<file path="src/rtl/multicycle_controller.sv">
// ============================================================================
//  Module      : multicycle_controller
//  Description : Moore control FSM for a multi-cycle MIPS datapath. Decodes
//                opcode/funct and drives ALU op codes, operand muxes and
//                write strobes; consumes the ALU zero flag for beq.
//  Revision    : 1.0 - initial release
// ============================================================================
`default_nettype none

module multicycle_controller #(
    parameter int OP_W = 6,
    parameter int FN_W = 6,
    parameter int ST_W = 4
) (
    input  logic            clk,
    input  logic            rst,
    input  logic [OP_W-1:0] opcode,
    input  logic [FN_W-1:0] funct,
    input  logic            zero,
    output logic [2:0]      alu_op,
    output logic            alu_src_a,
    output logic [1:0]      alu_src_b,
    output logic [1:0]      pc_src,
    output logic            pc_en,
    output logic            iord,
    output logic            mem_write,
    output logic            ir_write,
    output logic            reg_write,
    output logic            reg_dst,
    output logic            mem_to_reg,
    output logic [ST_W-1:0] state
);

    typedef enum logic [ST_W-1:0] {
        FETCH    = 4'd0,
        DECODE   = 4'd1,
        MEMADR   = 4'd2,
        MEMRD    = 4'd3,
        MEMWB    = 4'd4,
        MEMWR    = 4'd5,
        RTYPE_EX = 4'd6,
        ALUWB    = 4'd7,
        BEQ_EX   = 4'd8,
        ADDI_EX  = 4'd9,
        ADDI_WB  = 4'd10,
        JUMP     = 4'd11
    } state_t;

    localparam logic [OP_W-1:0] OP_LW    = 6'b100011;
    localparam logic [OP_W-1:0] OP_SW    = 6'b101011;
    localparam logic [OP_W-1:0] OP_RTYPE = 6'b000000;
    localparam logic [OP_W-1:0] OP_BEQ   = 6'b000100;
    localparam logic [OP_W-1:0] OP_ADDI  = 6'b001000;
    localparam logic [OP_W-1:0] OP_J     = 6'b000010;

    localparam logic [FN_W-1:0] FN_ADD = 6'b100000;
    localparam logic [FN_W-1:0] FN_SUB = 6'b100010;
    localparam logic [FN_W-1:0] FN_AND = 6'b100100;
    localparam logic [FN_W-1:0] FN_OR  = 6'b100101;
    localparam logic [FN_W-1:0] FN_SLT = 6'b101010;

    localparam logic [2:0] ALU_AND = 3'b000;
    localparam logic [2:0] ALU_OR  = 3'b001;
    localparam logic [2:0] ALU_ADD = 3'b010;
    localparam logic [2:0] ALU_SUB = 3'b110;
    localparam logic [2:0] ALU_SLT = 3'b111;

    // Held as plain bits so out-of-range encodings (12-15) are representable.
    logic [ST_W-1:0] state_q;
    state_t          state_d;

    logic w_pc_write;
    logic w_branch;
    logic w_mem_write;
    logic w_ir_write;
    logic w_reg_write;

    // State register; reset drops straight back to FETCH.
    always_ff @(posedge clk or posedge rst) begin
        if (rst) begin
            state_q <= FETCH;
        end else begin
            state_q <= state_d;
        end
    end

    // Next-state and Moore output decode from the registered state.
    always_comb begin
        state_d     = FETCH;
        alu_op      = ALU_ADD;
        alu_src_a   = 1'b0;
        alu_src_b   = 2'b01;
        pc_src      = 2'b00;
        iord        = 1'b0;
        reg_dst     = 1'b0;
        mem_to_reg  = 1'b0;
        w_pc_write  = 1'b0;
        w_branch    = 1'b0;
        w_mem_write = 1'b0;
        w_ir_write  = 1'b0;
        w_reg_write = 1'b0;

        case (state_q)
            FETCH: begin
                w_ir_write = 1'b1;
                w_pc_write = 1'b1;
                state_d    = DECODE;
            end
            DECODE: begin
                // Branch target computed early while the opcode is decoded.
                alu_src_b = 2'b11;
                case (opcode)
                    OP_LW, OP_SW: state_d = MEMADR;
                    OP_RTYPE:     state_d = RTYPE_EX;
                    OP_BEQ:       state_d = BEQ_EX;
                    OP_ADDI:      state_d = ADDI_EX;
                    OP_J:         state_d = JUMP;
                    default:      state_d = FETCH;
                endcase
            end
            MEMADR: begin
                alu_src_a = 1'b1;
                alu_src_b = 2'b10;
                state_d   = (opcode == OP_SW) ? MEMWR : MEMRD;
            end
            MEMRD: begin
                iord    = 1'b1;
                state_d = MEMWB;
            end
            MEMWB: begin
                w_reg_write = 1'b1;
                mem_to_reg  = 1'b1;
            end
            MEMWR: begin
                iord        = 1'b1;
                w_mem_write = 1'b1;
            end
            RTYPE_EX: begin
                alu_src_a = 1'b1;
                alu_src_b = 2'b00;
                case (funct)
                    FN_ADD:  alu_op = ALU_ADD;
                    FN_SUB:  alu_op = ALU_SUB;
                    FN_AND:  alu_op = ALU_AND;
                    FN_OR:   alu_op = ALU_OR;
                    FN_SLT:  alu_op = ALU_SLT;
                    default: alu_op = ALU_ADD;
                endcase
                state_d = ALUWB;
            end
            ALUWB: begin
                w_reg_write = 1'b1;
                reg_dst     = 1'b1;
            end
            BEQ_EX: begin
                alu_op    = ALU_SUB;
                alu_src_a = 1'b1;
                alu_src_b = 2'b00;
                pc_src    = 2'b01;
                w_branch  = 1'b1;
            end
            ADDI_EX: begin
                alu_src_a = 1'b1;
                alu_src_b = 2'b10;
                state_d   = ADDI_WB;
            end
            ADDI_WB: begin
                w_reg_write = 1'b1;
            end
            JUMP: begin
                pc_src     = 2'b10;
                w_pc_write = 1'b1;
            end
            default: begin
                state_d = FETCH;
            end
        endcase
    end

    // Strobes are gated by rst so nothing writes while reset is held.
    always_comb begin
        pc_en     = (w_pc_write | (w_branch & zero)) & ~rst;
        ir_write  = w_ir_write & ~rst;
        reg_write = w_reg_write & ~rst;
        mem_write = w_mem_write & ~rst;
    end

    assign state = state_q;

endmodule

`default_nettype wire

</file>
<file path="config.mk">
export PLATFORM = sky130hd
export DESIGN_NAME = multicycle_controller
export DESIGN_NICKNAME = d
export VERILOG_FILES = /design/src/rtl/multicycle_controller.sv
export SDC_FILE = /design/constraint.sdc
export NUM_CORES = 1
export LEC_CHECK = 0
export ABC_CLOCK_PERIOD_IN_PS = 2500
export BUFFER_PORTS_ARGS = -buffer_cell sky130_fd_sc_hd__buf_2
export CAP_MARGIN = 20
export CORE_AREA = 2 2 39 41
export DETAILED_ROUTE_END_ITERATION = 6
export DIE_AREA = 0 0 41 43
export PLACE_DENSITY = 0.84
export SKIP_CTS_REPAIR_TIMING = 1
export SLEW_MARGIN = 40
export SYNTH_ARGS = -nofsm -noshare
export SYNTH_HDL_FRONTEND = slang
export SYNTH_SLANG_ARGS = --single-unit
</file>
<file path="constraint.sdc">
create_clock -name clk -period 2.5 [get_ports clk]
set_input_delay 0.25 -clock clk [delete_from_list [all_inputs] [get_ports clk]]
set_output_delay 0.25 -clock clk [all_outputs]
set_load 0.02 [all_outputs]
</file>
==> results by group, run 1 <==
Setup path
  – Critical Path RT: 2250 ps
  – CP Launch Type: register
  – CP Max Fanout: 13
  – Data arrival, critical path: 1820 ps
  – Reg2reg setup slack: 920 ps
  – Reg2reg end: state[0]$_DFF_PP0_
  – CP Capture Type: output port
  – Reg2reg path depth: 3
  – Reg-to-reg startpoint: state[1]$_DFF_PP0_
  – Crit path kind: reg -> out

Pwr
  – Cell Pwr Density: 770 mW/mm^2
  – Sequential Power Share: 0.259
  – Internal: 0.275 mW
  – Combinational power share: 0.598
  – Worst vdd ir: 0.000416 V
  – Lkg Pwr: 0.346 nW
  – Psw: 0.275 mW
  – Sw frac: 0.500
  – Clk pwr share: 0.143

Final layout
  – Largest register FFs: 4
  – Commonest non-fill, non-tap cell in the layout: buf_2
  – Cell area after layout: 714 sq um
  – Register area: 100 sq um
  – Nets: 119
  – Diode count: 0
  – Multi-input gate area in the final layout: 378 sq um
  – Non-Filler Instances: 118
  – Layout cells sized above 1: 0.412
  – # fillers: 136
  – Commonest cells after routing, fill and taps aside: buf_2, nor2_1, nor3b_1, inv_1
  – Area growth from synthesis to layout: 39.3%

Timing
  – Hold Violations, Final: 0
  – Final setup fails: 0
  – Worst-margin pin slew: 409 ps
  – Final Max Tran Viols: 0
  – Worst setup slack after layout: 433 ps
  – Setup TNS: 0 ps
  – Period minus WS final: 2070 ps
  – Fmax: 484 MHz
  – Slew headroom: 0.727
  – Unrepaired setup endpoints after global routing: false
  – Hold_ws: 271 ps
  – Tcrit/Tclk final: 0.827
  – Clk_skew: 1.91 ps

Logic synthesis
  – Cell area after synthesis: 513 sq um
  – Synth Instances: 69
  – Synth Register Bits: 4
  – Most used DFF post-synth: dfrtp_1
  – Post-synthesis net count: 84
  – Post-synth EDFFs: 0
  – Sequential share of the synthesized area: 0.195
  – Synth warn: 0
  – Syn avg cell area: 7.43 sq um
  – Post-synth ARST share: 1.00
  – Yosys cell types: 36

Clocking
  – CTS tree: done
  – CTS Buf Count: 3
  – Clk slew on worst S/H paths: 40 ps
  – CTS root buf: clkbuf_4
  – CTS Sinks: 4
  – H-tree Lvls: 1
  – Max Root-Sink Buffers: 2
  – Worst skew pair latency: 230 ps

Drt
  – Initial DRC count: 6
  – WL final: 1330 um
  – WL met3: 113 um
  – Top sig layer: met3
  – Via count: 626
  – WL met2: 589 um
  – Wirelength per Cell: 11.3 um
  – Routed length on met1: 629 um
  – Routed vias/inst: 5.31
  – ANT nets after route: 0
  – Drt first pass iters: 4
  – DRC: 0

Floorplanning
  – Core area: 0.00138 sq mm
  – # IOs: 34
  – Die span in y: 43 um
  – Initial Utilization: 0.371
  – Cell row count: 14
  – Die area: 0.00176 sq mm
  – Die Wd: 41 um

Global routing
  – Initial antenna violation count: 0
  – Largest net degree at the start of global routing: 16
  – Vias in the first global route: 522
  – First-pass GRT wire length: 2160 um
  – Total Routing Usage GR: 0.173
  – GR Overflow Total: 0

Worst hold path
  – Hold_sp: opcode[2]
  – Hold Path Depth: 2
  – Tightest Hold Check Type: in -> reg
  – Hold Path End: state[0]$_DFF_PP0_

Place
  – Post-Place Worst Slack: 693 ps
  – Input/output buffers: 33
  – Placed cell area: 682 sq um
  – DP Cell Count: 114
  – GP Congestion: 0.810
  – HPWL Detailed: 1060 um

Status
  – Status: finished, final reports clean

Job
  – Max cap viols: 0
## how the worst max path moves through the flow
stage | from | endpoint | slack [ps] | cells after the start
2_1_floorplan | state[0]$_DFF_PP0_ | alu_op[2] | 690 | 4
3_3_place_gp | state[1]$_DFF_PP0_ | alu_op[2] | 830 | 4
3_5_place_dp | state[1]$_DFF_PP0_ | alu_op[2] | 690 | 4
4_1_cts | state[1]$_DFF_PP0_ | alu_op[2] | 440 | 4
5_1_grt | state[1]$_DFF_PP0_ | alu_op[2] | 230 | 4
6_report | state[1]$_DFF_PP0_ | alu_op[2] | 430 | 4
## metrics by stage
| step | utilization | power, mW |
|---|---|---|
| floorplan | - | 0.373 |
| global placement | 0.493 | 0.466 |
| detailed placement | 0.493 | 0.472 |
| CTS | 0.509 | 0.552 |
| global route | 0.516 | 0.600 |
| finish | 0.516 | 0.550 |
## cells by family after synthesis
kind of cell    count (synthesis)  synth area share
buf+inv                         9            0.0683
flops                           4             0.195
compound gates                 17             0.237
xor+xnor                        4            0.0683
simple gates                   35             0.432
## power by group through the flow
stage               logic (mW)  registers (mW)  clock network, mW
global placement         0.327           0.138                  0
global route             0.364           0.150             0.0870
finish                   0.329           0.142             0.0788
floorplan                0.251           0.122                  0
detailed placement       0.330           0.142                  0
CTS                      0.331           0.141             0.0800
## layer usage
| layer | GRT usage | up-vias |
|---|---|---|
| li1 | - | 320 |
| met1 | 0.235 | 276 |
| met2 | 0.272 | 30 |
| met3 | 0.0314 | 0 |
| met4 | 0.0400 | 0 |
| met5 | 0 | - |
## worst max-delay path, cell delays in order, from the launching register on
cell and delay (ps):
dfrtp_1 570, nor3b_1 410, nand4b_1 220, o22ai_1 200, buf_2 180
## Yosys cell counts, drive strengths merged, types with 2 or more instances
cell type  number  area (sq um)
inv             5          18.8
xor2            2          17.5
o21ai           4          20.0
xnor2           2          17.5
nand2           2          7.51
dfrtp           4           100
nand2b          5          38.8
nor3            2          10.0
and3            2          13.8
a21oi           2          10.0
nor2            8          30.0
or3             2          12.5
nor3b           5          37.5
clkbuf          3          11.3
o22ai           3          18.8
## layout make-up
| type | count | share of cell area |
|---|---|---|
| Multi-Input combinational cell | 56 | 0.529 |
| Timing Repair Buffer | 34 | 0.245 |
| Sequential cell | 4 | 0.140 |
| Clock buffer | 3 | 0.0315 |
| Tap cell | 16 | 0.0280 |
| Inverter | 5 | 0.0263 |
No activity file was read; power rests on OpenSTA's default activity.
==> run 2: changes to the inputs <==
--- a/config.mk
+++ b/config.mk
@@ -5,13 +5,13 @@
 export SDC_FILE = /design/constraint.sdc
 export NUM_CORES = 1
 export LEC_CHECK = 0
-export ABC_CLOCK_PERIOD_IN_PS = 2500
+export ABC_CLOCK_PERIOD_IN_PS = 1650
 export BUFFER_PORTS_ARGS = -buffer_cell sky130_fd_sc_hd__buf_2
 export CAP_MARGIN = 20
-export CORE_AREA = 2 2 39 41
+export CORE_MARGIN = 2
+export CORE_UTILIZATION = 36
 export DETAILED_ROUTE_END_ITERATION = 6
-export DIE_AREA = 0 0 41 43
-export PLACE_DENSITY = 0.84
+export PLACE_DENSITY = 0.82
 export SKIP_CTS_REPAIR_TIMING = 1
 export SLEW_MARGIN = 40
 export SYNTH_ARGS = -nofsm -noshare
==> constraint.sdc (replaced) <==
create_clock -name clk -period 1.65 [get_ports clk]
set_input_delay 0.165 -clock clk [delete_from_list [all_inputs] [get_ports clk]]
set_output_delay 0.165 -clock clk [all_outputs]
set_load 0.02 [all_outputs]
==> run 2 against run 1 <==
  * Via count grew 8.5%
  * Clock power grew 54%
  * Global-route usage grew 0.70 points
  * First-iteration DRC count shrank 17%
  * Worst hold slack lost 95 ps
  * Sequential power grew 29%
  * Highest routed layer unchanged
  * Combinational power grew 110%
  * Cell area grew 16%
  * Largest power group unchanged
  * Largest cell class unchanged
  * Critical path type unchanged
  * Sequential share of layout area shrank 1.4 points
==> results by group, run 2 (synthesized netlist as in run 1, its figures left out) <==
Pwr
  – Final Power: 0.998 mW (was 0.550 mW)
  – Cell Pwr Density: 1200 mW/mm^2 (was 770 mW/mm^2)
  – Worst vdd ir: 0.000465 V (was 0.000416 V)
  – Internal: 0.534 mW (was 0.275 mW)
  – Lkg Pwr: 0.399 nW (was 0.346 nW)
  – Combinational power share: 0.695 (was 0.598)
  – Sw frac: 0.465 (was 0.500)
  – Clk pwr share: 0.121 (was 0.143)
  – Psw: 0.464 mW (was 0.275 mW)
  – Sequential Power Share: 0.184 (was 0.259)

Place
  – GP Congestion: 0.828 (was 0.810)
  – HPWL Detailed: 1190 um (was 1060 um)
  – Input/output buffers: 33 (unchanged)

Final layout
  – Commonest non-fill, non-tap cell in the layout: buf_2 (unchanged)
  – Area growth from synthesis to layout: 62.0% (was 39.3%)
  – Commonest cells after routing, fill and taps aside: buf_2, buf_4, nor2_1 (was buf_2, nor2_1, nor3b_1, inv_1)
  – Layout cells sized above 1: 0.541 (was 0.412)
  – # fillers: 127 (was 136)
  – Largest register FFs: 4 (unchanged)
  – Diode count: 0 (unchanged)
  – Register area: 105 sq um (was 100 sq um)
  – Multi-input gate area in the final layout: 405 sq um (was 378 sq um)
  – Nets: 128 (was 119)
  – Final core utilization: 0.631 (was 0.516)

Floorplanning
  – Die Wd: 41.8 um (was 41 um)
  – Die area: 0.00174 sq mm (was 0.00176 sq mm)
  – Initial Utilization: 0.389 (was 0.371)
  – Core area: 0.00132 sq mm (was 0.00138 sq mm)
  – # IOs: 34 (unchanged)
  – Cell row count: 13 (was 14)
  – Die span in y: 41.8 um (was 43 um)

Global routing
  – Initial antenna violation count: 0 (unchanged)
  – Total Routing Usage GR: 0.180 (was 0.173)
  – Largest net degree at the start of global routing: 10 (was 16)
  – Vias in the first global route: 593 (was 522)
  – GR Overflow Total: 0 (unchanged)
  – First-pass GRT wire length: 2440 um (was 2160 um)

Timing
  – Period minus WS final: 1630 ps
  – Slew headroom: 0.753 (was 0.727)
  – Final setup fails: 0 (unchanged)
  – Hold_ws: 177 ps (was 271 ps)
  – Final Max Tran Viols: 0 (unchanged)
  – Tcrit/Tclk final: 0.990
  – Unrepaired setup endpoints after global routing: true (was false)
  – Fmax: 612 MHz
  – Clk_skew: 4.21 ps (was 1.91 ps)
  – Worst-margin pin slew: 370 ps (was 409 ps)
  – Hold Violations, Final: 0 (unchanged)

Setup path
  – Worst Setup SP: state[0]$_DFF_PP0_ (was state[1]$_DFF_PP0_)
  – CP max-delay cell: dfrtp_2 (was dfrtp_1)
  – Critical-path cell list: buf_4, nand2b_1, o22a_1, nor2_1, buf_4 (was nor3b_1, nand4b_1, o22ai_1, buf_2)
  – Data arrival, critical path: 1470 ps (was 1820 ps)
  – Top cell by count, worst path: buf_4
  – CP Max Fanout: 8 (was 13)
  – Crit path kind: reg -> out (unchanged)
  – Reg-to-reg startpoint: state[3]$_DFF_PP0_ (was state[1]$_DFF_PP0_)
  – CP Capture Type: output port (unchanged)
  – CP Launch Type: register (unchanged)
  – Critical Path RT: 1480 ps (was 2250 ps)
  – Slowest stage delay, CP: 440 ps (was 570 ps)

Clocking
  – H-tree Lvls: 1 (unchanged)
  – CTS root buf: clkbuf_4 (unchanged)
  – Worst skew pair latency: 240 ps (was 230 ps)
  – Max Root-Sink Buffers: 2 (unchanged)
  – CTS Sinks: 4 (unchanged)
  – CTS tree: done (unchanged)
  – CTS Buf Count: 3 (unchanged)
  – Clk slew on worst S/H paths: 30 ps (was 40 ps)

Worst hold path
  – Hold_sp: opcode[2] (unchanged)
  – Tightest Hold Check Type: in -> reg (unchanged)

Drt
  – ANT nets after route: 0 (unchanged)
  – Wirelength per Cell: 12.4 um (was 11.3 um)
  – Drt first pass iters: 4 (unchanged)
  – DRC: 0 (unchanged)
  – Routed vias/inst: 5.39 (was 5.31)
  – Via count: 679 (was 626)
  – Initial DRC count: 5 (was 6)
  – WL final: 1560 um (was 1330 um)

Job
  – Max cap viols: 0 (unchanged)

Status
  – Status: finished, final reports clean (unchanged)
[run 2: power by group through the flow]
stage | combinational [mW] | sequential, mW | clock [mW]
after floorplan | 0.385 | 0.186 | 0
after global placement | 0.589 | 0.173 | 0
after detailed placement | 0.597 | 0.177 | 0
after CTS | 0.599 | 0.176 | 0.123
after global routing | 0.756 | 0.187 | 0.135
final | 0.694 | 0.183 | 0.121
[run 2: final cells by class]
type                       count  share of cell area
multi-input combinational     56               0.488
inverter                       5              0.0226
tap                           15              0.0226
sequential                     4               0.127
timing repair buffer          43               0.313
clock buffer                   3              0.0271
[run 2: final timing paths]
kind                                 endpoint  slack (ps)  cells past startpoint
max                                 reg_write          20                      5
min                        state[0]$_DFF_PP0_         180                      2
max reg2reg                state[0]$_DFF_PP0_         170                      3
min reg2reg                state[3]$_DFF_PP0_         690                      2
max in group asynchronous  state[2]$_DFF_PP0_        1060                      3
min in group asynchronous  state[3]$_DFF_PP0_         400                      3
[run 2: worst max-delay path: cells and delay by family, from the launching register on]
kind / cells / cell delay, ps
simple gates: 2 / 270
flops: 1 / 440
compound gates: 1 / 200
buf+inv: 2 / 330
[run 2: routing by layer]
| metal | vias up | share of wire | global-route usage |
|---|---|---|---|
| li1 | 336 | - | - |
| met1 | 307 | 0.38 | 0.195 |
| met2 | 36 | 0.52 | 0.303 |
| met3 | 0 | 0.098 | 0.0696 |
| met4 | 0 | 0 | 0.0839 |
| met5 | - | 0 | 0 |
[run 2: through the flow]
step,std cells,area [sq um],worst slack (ps),setup TNS (ps)
after CTS,122,754,-98.9,-211
after global placement,119,732,226,0
final,126,831,16.9,0
after floorplan,69,519,-29.6,-48.6
after detailed placement,119,732,167,0
after global routing,126,831,-69.2,-193
==> run 3: changes to the inputs <==
==> constraint.sdc (replaced) <==
create_clock -name clk -period 1.65 [get_ports clk]
set_input_delay 0.0825 -clock clk [delete_from_list [all_inputs] [get_ports clk]]
set_output_delay 0.0825 -clock clk [all_outputs]
set_load 0.02 [all_outputs]
==> run 3 against run 2 <==
  * First-iteration DRC count did not move
  * Global-route usage fell by 0.54 points
  * Routed wire length fell by 0.77%
  * Largest power group unchanged
  * Critical path type unchanged
  * Worst hold slack got worse by 86 ps
  * Largest cell class unchanged
  * Cell count rose by 1.6%
  * Total power rose by 0.63%
  * Highest routed layer is now met4
==> results by group, run 3 (synthesized netlist as in run 1, its figures left out) <==
Pwr
  – Cell Pwr Density: 1230 mW/mm^2 (was 1200 mW/mm^2)
  – Lkg Pwr: 0.404 nW (was 0.399 nW)
  – Clk pwr share: 0.130 (was 0.121)
  – Internal: 0.536 mW (was 0.534 mW)
  – Combinational power share: 0.699 (was 0.695)
  – Sequential Power Share: 0.171 (was 0.184)
  – Sw frac: 0.467 (was 0.465)
  – Psw: 0.469 mW (was 0.464 mW)
  – Worst vdd ir: 0.000478 V (was 0.000465 V)

Final layout
  – Cell area after layout: 820 sq um (was 831 sq um)
  – # fillers: 125 (was 127)
  – Register area: 104 sq um (was 105 sq um)
  – Non-Filler Instances: 128 (was 126)
  – Layout cells sized above 1: 0.531 (was 0.541)
  – Nets: 130 (was 128)
  – Final core utilization: 0.622 (was 0.631)
  – Area growth from synthesis to layout: 59.8% (was 62.0%)
  – Largest register FFs: 4 (unchanged)
  – Multi-input gate area in the final layout: 394 sq um (was 405 sq um)
  – Commonest cells after routing, fill and taps aside: buf_2, buf_4, nor2_1 (unchanged)
  – Commonest non-fill, non-tap cell in the layout: buf_2 (unchanged)
  – Diode count: 0 (unchanged)

Drt
  – Drt first pass iters: 4 (unchanged)
  – Initial DRC count: 5 (unchanged)
  – Wirelength per Cell: 12.1 um (was 12.4 um)
  – Via count: 679 (unchanged)
  – WL final: 1550 um (was 1560 um)
  – Routed vias/inst: 5.30 (was 5.39)
  – DRC: 0 (unchanged)
  – ANT nets after route: 0 (unchanged)

Global routing
  – Total Routing Usage GR: 0.174 (was 0.180)
  – Vias in the first global route: 569 (was 593)
  – Initial antenna violation count: 0 (unchanged)
  – Largest net degree at the start of global routing: 12 (was 10)
  – GR Overflow Total: 0 (unchanged)
  – First-pass GRT wire length: 2370 um (was 2440 um)

Timing
  – Setup TNS: 0 ps (unchanged)
  – Tcrit/Tclk final: 0.963 (was 0.990)
  – Unrepaired setup endpoints after global routing: false (was true)
  – Worst-margin pin slew: 330 ps (was 370 ps)
  – Hold Violations, Final: 0 (unchanged)
  – Period minus WS final: 1590 ps (was 1630 ps)
  – Fmax: 629 MHz (was 612 MHz)
  – Clk_skew: 4.17 ps (was 4.21 ps)
  – Final Max Tran Viols: 0 (unchanged)
  – Slew headroom: 0.779 (was 0.753)
  – Final setup fails: 0 (unchanged)

Floorplanning
  – Die area: 0.00174 sq mm (unchanged)
  – Initial Utilization: 0.389 (unchanged)
  – Die Wd: 41.8 um (unchanged)
  – Die span in y: 41.8 um (unchanged)
  – Core area: 0.00132 sq mm (unchanged)
  – # IOs: 34 (unchanged)
  – Cell row count: 13 (unchanged)

Clocking
  – Clk slew on worst S/H paths: 40 ps (was 30 ps)
  – CTS root buf: clkbuf_4 (unchanged)
  – Worst skew pair latency: 250 ps (was 240 ps)
  – CTS tree: done (unchanged)
  – Max Root-Sink Buffers: 2 (unchanged)
  – H-tree Lvls: 1 (unchanged)
  – CTS Buf Count: 3 (unchanged)
  – CTS Sinks: 4 (unchanged)

Place
  – GP Congestion: 0.831 (was 0.828)
  – Input/output buffers: 33 (unchanged)
  – HPWL Detailed: 1090 um (was 1190 um)
  – Placed cell area: 718 sq um (was 732 sq um)
  – DP Cell Count: 118 (was 119)

Setup path
  – Critical-path cell list: buf_4, or2_4, nor4_1, buf_2 (was buf_4, nand2b_1, o22a_1, nor2_1, buf_4)
  – CP Capture Type: output port (unchanged)
  – Data arrival, critical path: 1510 ps (was 1470 ps)
  – Slowest stage delay, CP: 410 ps (was 440 ps)
  – CP Max Fanout: 7 (was 8)
  – Reg2reg setup slack: 120 ps (was 170 ps)
  – CP max-delay cell: dfrtp_2 (unchanged)
  – Crit path kind: reg -> out (unchanged)
  – CP Launch Type: register (unchanged)
  – Critical Path RT: 1570 ps (was 1480 ps)

Job
  – Max cap viols: 0 (unchanged)

Status
  – Status: finished, final reports clean (unchanged)

Worst hold path
  – Tightest Hold Check Type: in -> reg (unchanged)
[run 3: cell types whose count changed in the layout (fill, tap and decap cells not counted), sizes merged]
cell / previous run / this run
buf: 42 / 44
[run 3: cell type report]
cell class	instances	area share
sequential	4	0.127
timing repair buffer	45	0.319
clock buffer	3	0.0275
tap	15	0.0229
multi-input combinational	56	0.481
inverter	5	0.0229
[run 3: path summary, 6_finish.rpt]
check	cells past startpoint	start	to
max in group asynchronous	3	rst	state[0]$_DFF_PP0_
hold / removal	2	opcode[2]	state[0]$_DFF_PP0_
min in group asynchronous	3	rst	state[3]$_DFF_PP0_
hold reg to reg	2	state[1]$_DFF_PP0_	state[3]$_DFF_PP0_
setup / recovery	4	state[1]$_DFF_PP0_	ir_write
setup reg to reg	4	state[0]$_DFF_PP0_	state[0]$_DFF_PP0_
[run 3: metrics by stage]
step	power, mW	setup slack (ps)	hold WS (ps)
CTS	0.891	-88.2	-242
detailed placement	0.757	167	21.5
finish	1.00	60.8	90.3
global route	1.07	4.15	113
global placement	0.744	212	16.9
floorplan	0.566	9.03	-146
[run 3: power by group through the flow]
stage          Combinational, mW  Sequential, mW  Clock (mW)
5_1_grt                    0.750           0.177       0.142
4_1_cts                    0.563           0.194       0.134
3_5_place_dp               0.562           0.195           0
3_3_place_gp               0.554           0.190           0
6_report                   0.702           0.172       0.131
2_1_floorplan              0.380           0.186           0
[run 3: critical path, delay by kind of cell, from the launching register on]
kind          cells  cell delay, ps
simple gates      2             460
flops             1             410
buf+inv           2             380
[run 3: per-layer routing]
metal | track usage | wire length [um] | share of wire | vias to the layer above
met5 | 0 | 0 | 0 | -
met4 | 0.0968 | 20 | 0.013 | 0
met3 | 0.0522 | 134 | 0.087 | 2
met2 | 0.281 | 743 | 0.48 | 31
met1 | 0.203 | 646 | 0.42 | 305
li1 | - | - | - | 341
